File: config.mk
export PLATFORM = sky130hd
export DESIGN_NAME = text_term_ctrl_flat
export DESIGN_NICKNAME = d
export VERILOG_FILES = /design/src/rtl/text_term_if.sv /design/src/rtl/text_term_ctrl.sv /design/src/flat_wrapper.sv
export SDC_FILE = /design/constraint.sdc
export NUM_CORES = 1
export LEC_CHECK = 0
export ABC_AREA = 0
export CAP_MARGIN = 20
export CELL_PAD_IN_SITES_DETAIL_PLACEMENT = 0
export CELL_PAD_IN_SITES_GLOBAL_PLACEMENT = 1
export CORE_MARGIN = 2
export CORE_UTILIZATION = 43
export CTS_CLUSTER_DIAMETER = 200
export DETAILED_ROUTE_END_ITERATION = 10
export PLACE_DENSITY_LB_ADDON = 0.25
export SYNTH_ARGS = -nofsm -noshare
export SYNTH_HDL_FRONTEND = slang
export SYNTH_SLANG_ARGS = --single-unit
File: constraint.sdc
create_clock -name clk -period 7.3 [get_ports clk]
set_input_delay 1.825 -clock clk [delete_from_list [all_inputs] [get_ports clk]]
set_output_delay 1.825 -clock clk [all_outputs]
set_load 0.02 [all_outputs]
File: src/rtl/text_term_if.sv
// Event inputs and character-buffer/cursor outputs of the terminal controller.
// The master modport is the controller side; slave is the decoder/buffer side.
interface text_term_if #(
  parameter int CHAR_HORZ_W = 7,
  parameter int CHAR_VERT_W = 5
);
  logic                   ascii_vld;
  logic [7:0]             ascii;
  logic                   scancode_vld;
  logic [7:0]             scancode;
  logic                   char_write_en;
  logic [CHAR_HORZ_W-1:0] char_hpos;
  logic [CHAR_VERT_W-1:0] char_vpos;
  logic [7:0]             char_symbol;
  logic [CHAR_HORZ_W-1:0] cursor_hpos;
  logic [CHAR_VERT_W-1:0] cursor_vpos;
  logic                   cursor_valid;
  logic                   busy;

  modport master (
    input  ascii_vld, ascii, scancode_vld, scancode,
    output char_write_en, char_hpos, char_vpos, char_symbol,
    output cursor_hpos, cursor_vpos, cursor_valid, busy
  );

  modport slave (
    output ascii_vld, ascii, scancode_vld, scancode,
    input  char_write_en, char_hpos, char_vpos, char_symbol,
    input  cursor_hpos, cursor_vpos, cursor_valid, busy
  );
endinterface

File: src/rtl/text_term_ctrl.sv
// Terminal controller: turns keyboard events into character-buffer writes and
// cursor moves, with a full-screen clear sweep after reset and on Ctrl-L.
module text_term_ctrl #(
  parameter int CHAR_HORZ_CNT = 80,
  parameter int CHAR_VERT_CNT = 25,
  parameter int CHAR_HORZ_W   = $clog2(CHAR_HORZ_CNT),
  parameter int CHAR_VERT_W   = $clog2(CHAR_VERT_CNT)
) (
  input  logic       clk,
  input  logic       rst_n,
  text_term_if.master term
);

  typedef enum logic {CLEAR, IDLE} state_e;

  localparam logic [CHAR_HORZ_W-1:0] H_LAST = CHAR_HORZ_W'(CHAR_HORZ_CNT - 1);
  localparam logic [CHAR_VERT_W-1:0] V_LAST = CHAR_VERT_W'(CHAR_VERT_CNT - 1);
  localparam logic [7:0]             SPACE  = 8'h20;

  state_e                 state, state_nxt;
  logic [CHAR_HORZ_W-1:0] clr_h_p1, clr_h_p0, cur_h_p1, cur_h_p0, wr_h_p1, wr_h_p0;
  logic [CHAR_VERT_W-1:0] clr_v_p1, clr_v_p0, cur_v_p1, cur_v_p0, wr_v_p1, wr_v_p0;
  logic                   clr_done_p1, clr_done_p0, wr_en_p1, wr_en_p0;
  logic [7:0]             wr_sym_p1, wr_sym_p0;

  // Wrapping steps compare against the last index so non-power-of-two sizes work.
  function automatic logic [CHAR_HORZ_W-1:0] h_inc(input logic [CHAR_HORZ_W-1:0] h);
    return (h == H_LAST) ? '0 : h + CHAR_HORZ_W'(1);
  endfunction

  function automatic logic [CHAR_HORZ_W-1:0] h_dec(input logic [CHAR_HORZ_W-1:0] h);
    return (h == '0) ? H_LAST : h - CHAR_HORZ_W'(1);
  endfunction

  function automatic logic [CHAR_VERT_W-1:0] v_inc(input logic [CHAR_VERT_W-1:0] v);
    return (v == V_LAST) ? '0 : v + CHAR_VERT_W'(1);
  endfunction

  function automatic logic [CHAR_VERT_W-1:0] v_dec(input logic [CHAR_VERT_W-1:0] v);
    return (v == '0) ? V_LAST : v - CHAR_VERT_W'(1);
  endfunction

  always_ff @(posedge clk or negedge rst_n) begin
    if (!rst_n) begin
      state       <= CLEAR;
      clr_h_p1    <= '0;
      clr_v_p1    <= '0;
      clr_done_p1 <= 1'b0;
      cur_h_p1    <= '0;
      cur_v_p1    <= '0;
      wr_en_p1    <= 1'b0;
      wr_h_p1     <= '0;
      wr_v_p1     <= '0;
      wr_sym_p1   <= SPACE;
    end else begin
      state       <= state_nxt;
      clr_h_p1    <= clr_h_p0;
      clr_v_p1    <= clr_v_p0;
      clr_done_p1 <= clr_done_p0;
      cur_h_p1    <= cur_h_p0;
      cur_v_p1    <= cur_v_p0;
      wr_en_p1    <= wr_en_p0;
      wr_h_p1     <= wr_h_p0;
      wr_v_p1     <= wr_v_p0;
      wr_sym_p1   <= wr_sym_p0;
    end
  end

  always_comb begin
    state_nxt   = state;
    clr_h_p0    = clr_h_p1;
    clr_v_p0    = clr_v_p1;
    clr_done_p0 = clr_done_p1;
    cur_h_p0    = cur_h_p1;
    cur_v_p0    = cur_v_p1;
    wr_en_p0    = 1'b0;
    wr_h_p0     = wr_h_p1;
    wr_v_p0     = wr_v_p1;
    wr_sym_p0   = wr_sym_p1;
    unique case (state)
      CLEAR: begin
        // The done flag holds CLEAR for one extra cycle so busy covers the last write.
        if (clr_done_p1) begin
          state_nxt   = IDLE;
          clr_done_p0 = 1'b0;
          cur_h_p0    = '0;
          cur_v_p0    = '0;
        end else begin
          wr_en_p0  = 1'b1;
          wr_h_p0   = clr_h_p1;
          wr_v_p0   = clr_v_p1;
          wr_sym_p0 = SPACE;
          clr_h_p0  = h_inc(clr_h_p1);
          if (clr_h_p1 == H_LAST) begin
            clr_v_p0    = v_inc(clr_v_p1);
            clr_done_p0 = (clr_v_p1 == V_LAST);
          end
        end
      end
      IDLE: begin
        if (term.ascii_vld) begin
          if (term.ascii >= 8'h20 && term.ascii <= 8'h7E) begin
            wr_en_p0  = 1'b1;
            wr_h_p0   = cur_h_p1;
            wr_v_p0   = cur_v_p1;
            wr_sym_p0 = term.ascii;
            cur_h_p0  = h_inc(cur_h_p1);
            if (cur_h_p1 == H_LAST) cur_v_p0 = v_inc(cur_v_p1);
          end else begin
            case (term.ascii)
              8'h0D: begin
                cur_h_p0 = '0;
                cur_v_p0 = v_inc(cur_v_p1);
              end
              8'h08: begin
                if (cur_h_p1 != '0 || cur_v_p1 != '0) begin
                  cur_h_p0  = h_dec(cur_h_p1);
                  cur_v_p0  = (cur_h_p1 == '0) ? v_dec(cur_v_p1) : cur_v_p1;
                  wr_en_p0  = 1'b1;
                  wr_h_p0   = h_dec(cur_h_p1);
                  wr_v_p0   = (cur_h_p1 == '0) ? v_dec(cur_v_p1) : cur_v_p1;
                  wr_sym_p0 = SPACE;
                end
              end
              8'h0C: begin
                // Cell (0,0) is written right away; the sweep resumes at the next cell.
                state_nxt   = CLEAR;
                wr_en_p0    = 1'b1;
                wr_h_p0     = '0;
                wr_v_p0     = '0;
                wr_sym_p0   = SPACE;
                cur_h_p0    = '0;
                cur_v_p0    = '0;
                clr_h_p0    = h_inc('0);
                clr_v_p0    = (H_LAST == '0) ? v_inc('0) : '0;
                clr_done_p0 = (H_LAST == '0) && (V_LAST == '0);
              end
              default: ;
            endcase
          end
        end else if (term.scancode_vld) begin
          case (term.scancode)
            8'h6B:   cur_h_p0 = h_dec(cur_h_p1);
            8'h74:   cur_h_p0 = h_inc(cur_h_p1);
            8'h75:   cur_v_p0 = v_dec(cur_v_p1);
            8'h72:   cur_v_p0 = v_inc(cur_v_p1);
            default: ;
          endcase
        end
      end
      default: state_nxt = CLEAR;
    endcase
  end

  assign term.char_write_en = wr_en_p1;
  assign term.char_hpos     = wr_h_p1;
  assign term.char_vpos     = wr_v_p1;
  assign term.char_symbol   = wr_sym_p1;
  assign term.cursor_hpos   = cur_h_p1;
  assign term.cursor_vpos   = cur_v_p1;
  assign term.cursor_valid  = (state == IDLE);
  assign term.busy          = (state == CLEAR);

endmodule
File: src/flat_wrapper.sv
// flat-port wrapper written by rule: the top's interface ports become plain ports
module text_term_ctrl_flat 
#(
  parameter int CHAR_HORZ_CNT = 80,
  parameter int CHAR_VERT_CNT = 25,
  parameter int CHAR_HORZ_W   = $clog2(CHAR_HORZ_CNT),
  parameter int CHAR_VERT_W   = $clog2(CHAR_VERT_CNT)
)
  (clk, rst_n, term_ascii_vld, term_ascii, term_scancode_vld, term_scancode, term_char_write_en, term_char_hpos, term_char_vpos, term_char_symbol, term_cursor_hpos, term_cursor_vpos, term_cursor_valid, term_busy);
  text_term_if #(.CHAR_HORZ_W(CHAR_HORZ_W), .CHAR_VERT_W(CHAR_VERT_W)) term_i ();
  input  logic clk;
  input  logic rst_n;
  input wire logic [$bits(term_i.ascii_vld)-1:0] term_ascii_vld;
  input wire logic [$bits(term_i.ascii)-1:0] term_ascii;
  input wire logic [$bits(term_i.scancode_vld)-1:0] term_scancode_vld;
  input wire logic [$bits(term_i.scancode)-1:0] term_scancode;
  output wire logic [$bits(term_i.char_write_en)-1:0] term_char_write_en;
  output wire logic [$bits(term_i.char_hpos)-1:0] term_char_hpos;
  output wire logic [$bits(term_i.char_vpos)-1:0] term_char_vpos;
  output wire logic [$bits(term_i.char_symbol)-1:0] term_char_symbol;
  output wire logic [$bits(term_i.cursor_hpos)-1:0] term_cursor_hpos;
  output wire logic [$bits(term_i.cursor_vpos)-1:0] term_cursor_vpos;
  output wire logic [$bits(term_i.cursor_valid)-1:0] term_cursor_valid;
  output wire logic [$bits(term_i.busy)-1:0] term_busy;
  assign term_i.ascii_vld = term_ascii_vld;
  assign term_i.ascii = term_ascii;
  assign term_i.scancode_vld = term_scancode_vld;
  assign term_i.scancode = term_scancode;
  assign term_char_write_en = term_i.char_write_en;
  assign term_char_hpos = term_i.char_hpos;
  assign term_char_vpos = term_i.char_vpos;
  assign term_char_symbol = term_i.char_symbol;
  assign term_cursor_hpos = term_i.cursor_hpos;
  assign term_cursor_vpos = term_i.cursor_vpos;
  assign term_cursor_valid = term_i.cursor_valid;
  assign term_busy = term_i.busy;
  text_term_ctrl #(.CHAR_HORZ_CNT(CHAR_HORZ_CNT), .CHAR_VERT_CNT(CHAR_VERT_CNT), .CHAR_HORZ_W(CHAR_HORZ_W), .CHAR_VERT_W(CHAR_VERT_W)) u_core (.clk(clk), .rst_n(rst_n), .term(term_i));
endmodule
======== Yosys cells after proc, flatten, opt, wreduce, memory -nomap -nowiden ========
Index checks and enable logic that the tools add are counted.
word-level totals
  logic and storage cells ................. 126
  register bits ........................... 47
  output and inout port bits .............. 35
  bits of input ports ..................... 20
cells by class
  mux-type cells .......................... 68
  $add $sub $neg .......................... 6
  reductions and logical operators ........ 13
  eq/ne operators ......................... 26
  order comparisons ....................... 2
  bitwise logic cells ..................... 1
operators with widths
  cell                                                 number
  two-way mux 7 bit                                    15
  two-way mux 5 bit                                    18
  case mux 7 bit (2 select lines)                      6
  case mux 5 bit (2 select lines)                      5
  equality test 8 x 7 -> 1 bit, second input constant  4
  two-way mux 8 bit                                    4
  case mux 8 bit (2 select lines)                      2
  equality test 8 x 4 -> 1 bit, second input constant  3
  != test 4 bit, second input constant                 5
  case mux 5 bit (3 select lines)                      1
  adder 7 x 1 -> 7 bit, second input constant          2
  equality test 7 bit, second input constant           2
  two-way mux 1 bit                                    13
  adder 5 x 1 -> 5 bit, second input constant          2
  equality test 5 bit, second input constant           2
  != test 5 bit, second input constant                 2
  AND reduction 5 bit                                  2
  >= comparator 8 x 6 -> 1 bit, second input constant  1
  <= comparator 8 x 7 -> 1 bit, second input constant  1
  != test 2 bit, second input constant                 4
  case mux 1 bit (2 select lines)                      4
  AND reduction 4 bit                                  2
  logical NOT 7 bit                                    1
  nonzero test 7 bit                                   1
  other kinds (13)                                     14

======== Longest topological paths before layout ========
  depth in word-level cells ............... 8
  depth in mapped cells ................... 10
  gate-level depth less buffers ........... 8

======== Worst setup path before layout ========
OpenSTA, ideal clock, no wires.
  kind .................................... input -> register
  from .................................... input port term_ascii_vld
  to ...................................... register u_core.cur_h_p1[4] (netlist: u_core.term.cursor_hpos[4])
  data required time ...................... 7.179 ns
  slack ................................... 3.889 ns
  library setup time ...................... 0.121 ns
  path buffers ............................ 2
  cell stages on the path ................. 8
  arrival ................................. 3.290 ns
  cell sequence ........................... clkbuf_1 nand2b_1 o22ai_1 nor4_2 o21a_1 buf_2 o21ai_1 a22o_1
between the ends
  longest elaborated chain between the ends .. 2
  elaborated cells between the ends (all ways) .. 7
  classes of those cells .................. 4 x eq/ne; 2 x mux; 1 x reduce/logical
RTL lines
  what                                                                                     RTL line              RTL
  start: declaration                                                                       flat_wrapper.sv:13    input wire logic [$bits(term_i.ascii_vld)-1:0] term_ascii_vld;
  != test 5 bit (no line), or another cell as far along                                    n/a
  AND reduction 5 bit (no line) / case mux 7 bit (2 select lines) (equally long branches)  n/a
  end signal: assignment                                                                   text_term_ctrl.sv:60  cur_h_p1 <= cur_h_p0;
  end: declaration                                                                         text_term_ctrl.sv:21  logic [CHAR_HORZ_W-1:0] clr_h_p1, clr_h_p0, cur_h_p1, cur_h_p0, wr_h_p1, wr_h_p0;
Parallel ways exist; a longest one is shown, timed or not.
A chain may end at the register's enable or synchronous reset.

======== Final worst setup path ========
  from .................................... input port term_ascii[2]
  to ...................................... register u_core.cur_h_p1[6] (netlist: u_core.term.cursor_hpos[6])
between the ends
  longest elaborated chain between the ends .. 6
  elaborated cells between the ends (all ways) .. 14
  classes of those cells .................. 2 x order compare; 5 x eq/ne; 4 x mux; 3 x reduce/logical
RTL lines
  what                                                                                  RTL line            RTL
  start: declaration                                                                    flat_wrapper.sv:14  input wire logic [$bits(term_i.ascii)-1:0] term_ascii;
  parallel branches: the longest is 6 deep, another holds >= comparator 8 x 6 -> 1 bit  n/a
Several ways; the timed one is not identified.

==> flow_summary.ini <==
[worst_setup_path]
r2r_slack_ns = 4.40
cp_data_arrival_time_ns = 4.47
r2r_cells = 9
path_max_fanout = 26
cp_slowest_cell = o21a_1
end_kind = flop
path_cells = clkdlybuf4s50_1 > nand4_1 > o21a_1 > mux2_2 > nand3_1 > or2_2 > a41oi_1
r2r_end = u_core.term.char_symbol[4]
required_ns = 7.53
start_kind = input pin
r2r-start = u_core.term.cursor_vpos[0]
worst-setup-path-type = in2reg
slowest_delay_ns = 0.68

[synthesis]
synth_top_cell_by_area = dfrtp_1
yosysWarnings = 0
synth_common_cells = dfrtp_1 (46), nand2_1 (44), nor2_1 (36), o21ai_0 (33), nand3_1 (23)
yosysTopAreaCellShare = 0.341
async_flop_share = 1.00
netlist_area_sq_um = 3380
avgSynthCellArea_sq_um = 8.32
ys_ff_latch = 47
dominantRegCellSynth = dfrtp_1
yosysSeqAreaShare = 0.349
synth_area_leaders = dfrtp_1 (34%), nand2_1 (4.9%), o21ai_0 (4.9%), nor2_1 (4.0%), nand3_1 (3.4%)
synthesis.nets = 434
yosysMostFrequentCell = dfrtp_1
synth_enable_flop_cells = 0
synth.distinct_cells = 72
synthCells = 406

[floorplanning]
initial_core_util = 0.439
die_w_microns = 92.6
io_pins = 55
coreArea_sq_um = 7690
rows = 32
fp.dieH_microns = 92.6
die_area_sq_um = 8580

[pwr]
ir_drop_mv = 0.186
p_leak_nw = 1.65
pwr_density_cell_nw_per_um2 = 310
p_total_mw = 1.25

[detailed_routing]
ant_nets = 0
dr.pass1.iters = 4
num_vias = 3271
routed_wl_microns = 9460
via_per_inst = 5.97
drc = 0
drt_iter0_markers = 193
wire_per_inst_microns = 17.3

[grt]
gr-total-overflow = 0
grt_usage = 0.227
grt_pass1_wl_microns = 15500
grt_pass1_vias = 3100
grt_max_degree = 48
antenna_found_initial = 0

[place]
hpwl_microns = 6810
pre_cts_ws_ns = 2.79
place_area_sq_um = 3940
dp_cells = 540
io_buffers = 54
gp_congestion = 0.909

[clocking]
clk_path_buf_depth = 2
clk_pin_slew_ns = 0.10
postCtsResizedCells = 0
cts_setup_buffers = 0
cts_buffers = 5
hold_buffers = 0
cts_root_buf = clkbuf_8
cts_tree = built
cts_sinks = 47
clkLatencyLatePin_ns = 0.31
h-tree-depth = 2

[timing]
setup_ws_ns = 3.07
tightest_slew_ns = 0.830
period_minus_slack_ns = 4.23
finalSetupTns_ns = 0
fin_worst_skew_ns = 0.0138
fin_hold_ws_ns = 0.468
hold_viol_final = 0
finalMaxSlewViolations = 0
clock.fmax_ghz = 0.236
rsz0062_at_grt = no
fin_crit_sh = 0.580
setup-violations-final = 0
slew_headroom = 0.441

[worst_hold_path]
min_path_type = reg2reg
holdCritStartpoint = u_core.term.char_symbol[1]
whs_path_depth = 2
hold_end = u_core.term.char_symbol[1]

[finish]
drive_gt1_frac = 0.0695
stdcell_area_sq_um = 4030
final_core_util = 0.525
fillers = 775
antenna_cells_inserted = 0
stdcell_count = 548
nets = 473
syn_to_final_growth_pct = 19.4

[run]
maxCapViolCount = 0

[outcome]
outcome = finished clean
-- final cells by class --
cell class,count,area (sq um),share of cell area
clock inverter,2,13.8,0.00341
inverter,13,48.8,0.0121
tap,102,128,0.0316
clock buffer,6,82.6,0.0205
timing repair buffer,57,558,0.138
sequential,47,1180,0.292
multi-input combinational,321,2020,0.502
-- flip-flops by register name (all words and copies together) (netlist names) --
register,flops
u_core.clr_v_p1,5
u_core.term.cursor_vpos,5
u_core.clr_done_p1,1
u_core.term.char_symbol,8
u_core.term.char_hpos,7
u_core.clr_h_p1,7
u_core.term.char_vpos,5
u_core.term.char_write_en,1
u_core.term.cursor_hpos,7
u_core.term.cursor_valid,1
-- worst max-delay path by stage --
stage / startpoint / end / slack, ns / depth (start not counted)
floorplan: term_ascii_vld / u_core.term.cursor_hpos[4] / 3.89 / 8
global placement: term_ascii[2] / u_core.term.cursor_hpos[6] / 2.90 / 7
detailed placement: term_ascii[2] / u_core.term.cursor_hpos[6] / 2.79 / 7
CTS: term_ascii[2] / u_core.term.cursor_hpos[6] / 3.10 / 7
global route: term_ascii[2] / u_core.term.cursor_hpos[6] / 2.91 / 7
finish: term_ascii[2] / u_core.term.cursor_hpos[6] / 3.07 / 7
-- worst max-delay path, delay by kind of cell --
kind | cells | cell delay [ns]
and+or+nand+nor | 3 | 0.73
muxes | 1 | 0.40
buffers and inverters | 1 | 0.64
AOI/OAI and AO/OA | 2 | 0.87
-- layer usage --
layer,wire length (microns),GRT usage,vias to the layer above
met5,0,0,-
li1,-,-,1578
met1,4250,0.325,1565
met2,4410,0.358,109
met4,201,0.0662,0
met3,600,0.0342,19
-- cells by family (layout without fill, tap and decap cells) --
family	Yosys count	count (layout)	share of synthesized area
buffers and inverters	38	78	0.0522
and+or+nand+nor	173	173	0.272
adders and majority gates	8	8	0.0296
DFF	47	47	0.349
AOI/OAI and AO/OA	128	128	0.264
muxes	4	4	0.0126
xor gates and xnor gates	8	8	0.0207
-- report_power, final --
part	internal (mW)	switching [mW]	leakage, nW
clock network	0.0777	0.0977	0.0516
registers	0.322	0.112	0.591
logic	0.299	0.340	1.01
total	0.699	0.550	1.65
-- cell usage in the layout (no fill, tap or decap), drive strengths merged, types with 4 or more instances in the layout --
master,instances
nor3,5
a221oi,5
clkdlybuf4s50,53
xnor2,5
and2,6
nand3,23
o21a,5
nand2b,10
clkbuf,6
buf,4
or2,5
nor2b,5
nor2,37
nand2,45
a21o,5
or3,4
nor4,4
inv,14
nand4b,4
a22o,8
dfrtp,46
o211ai,5
o31ai,11
o21ai,38
nand4,8
a21oi,19
ha,8
No activity file was read; power rests on OpenSTA's default activity.
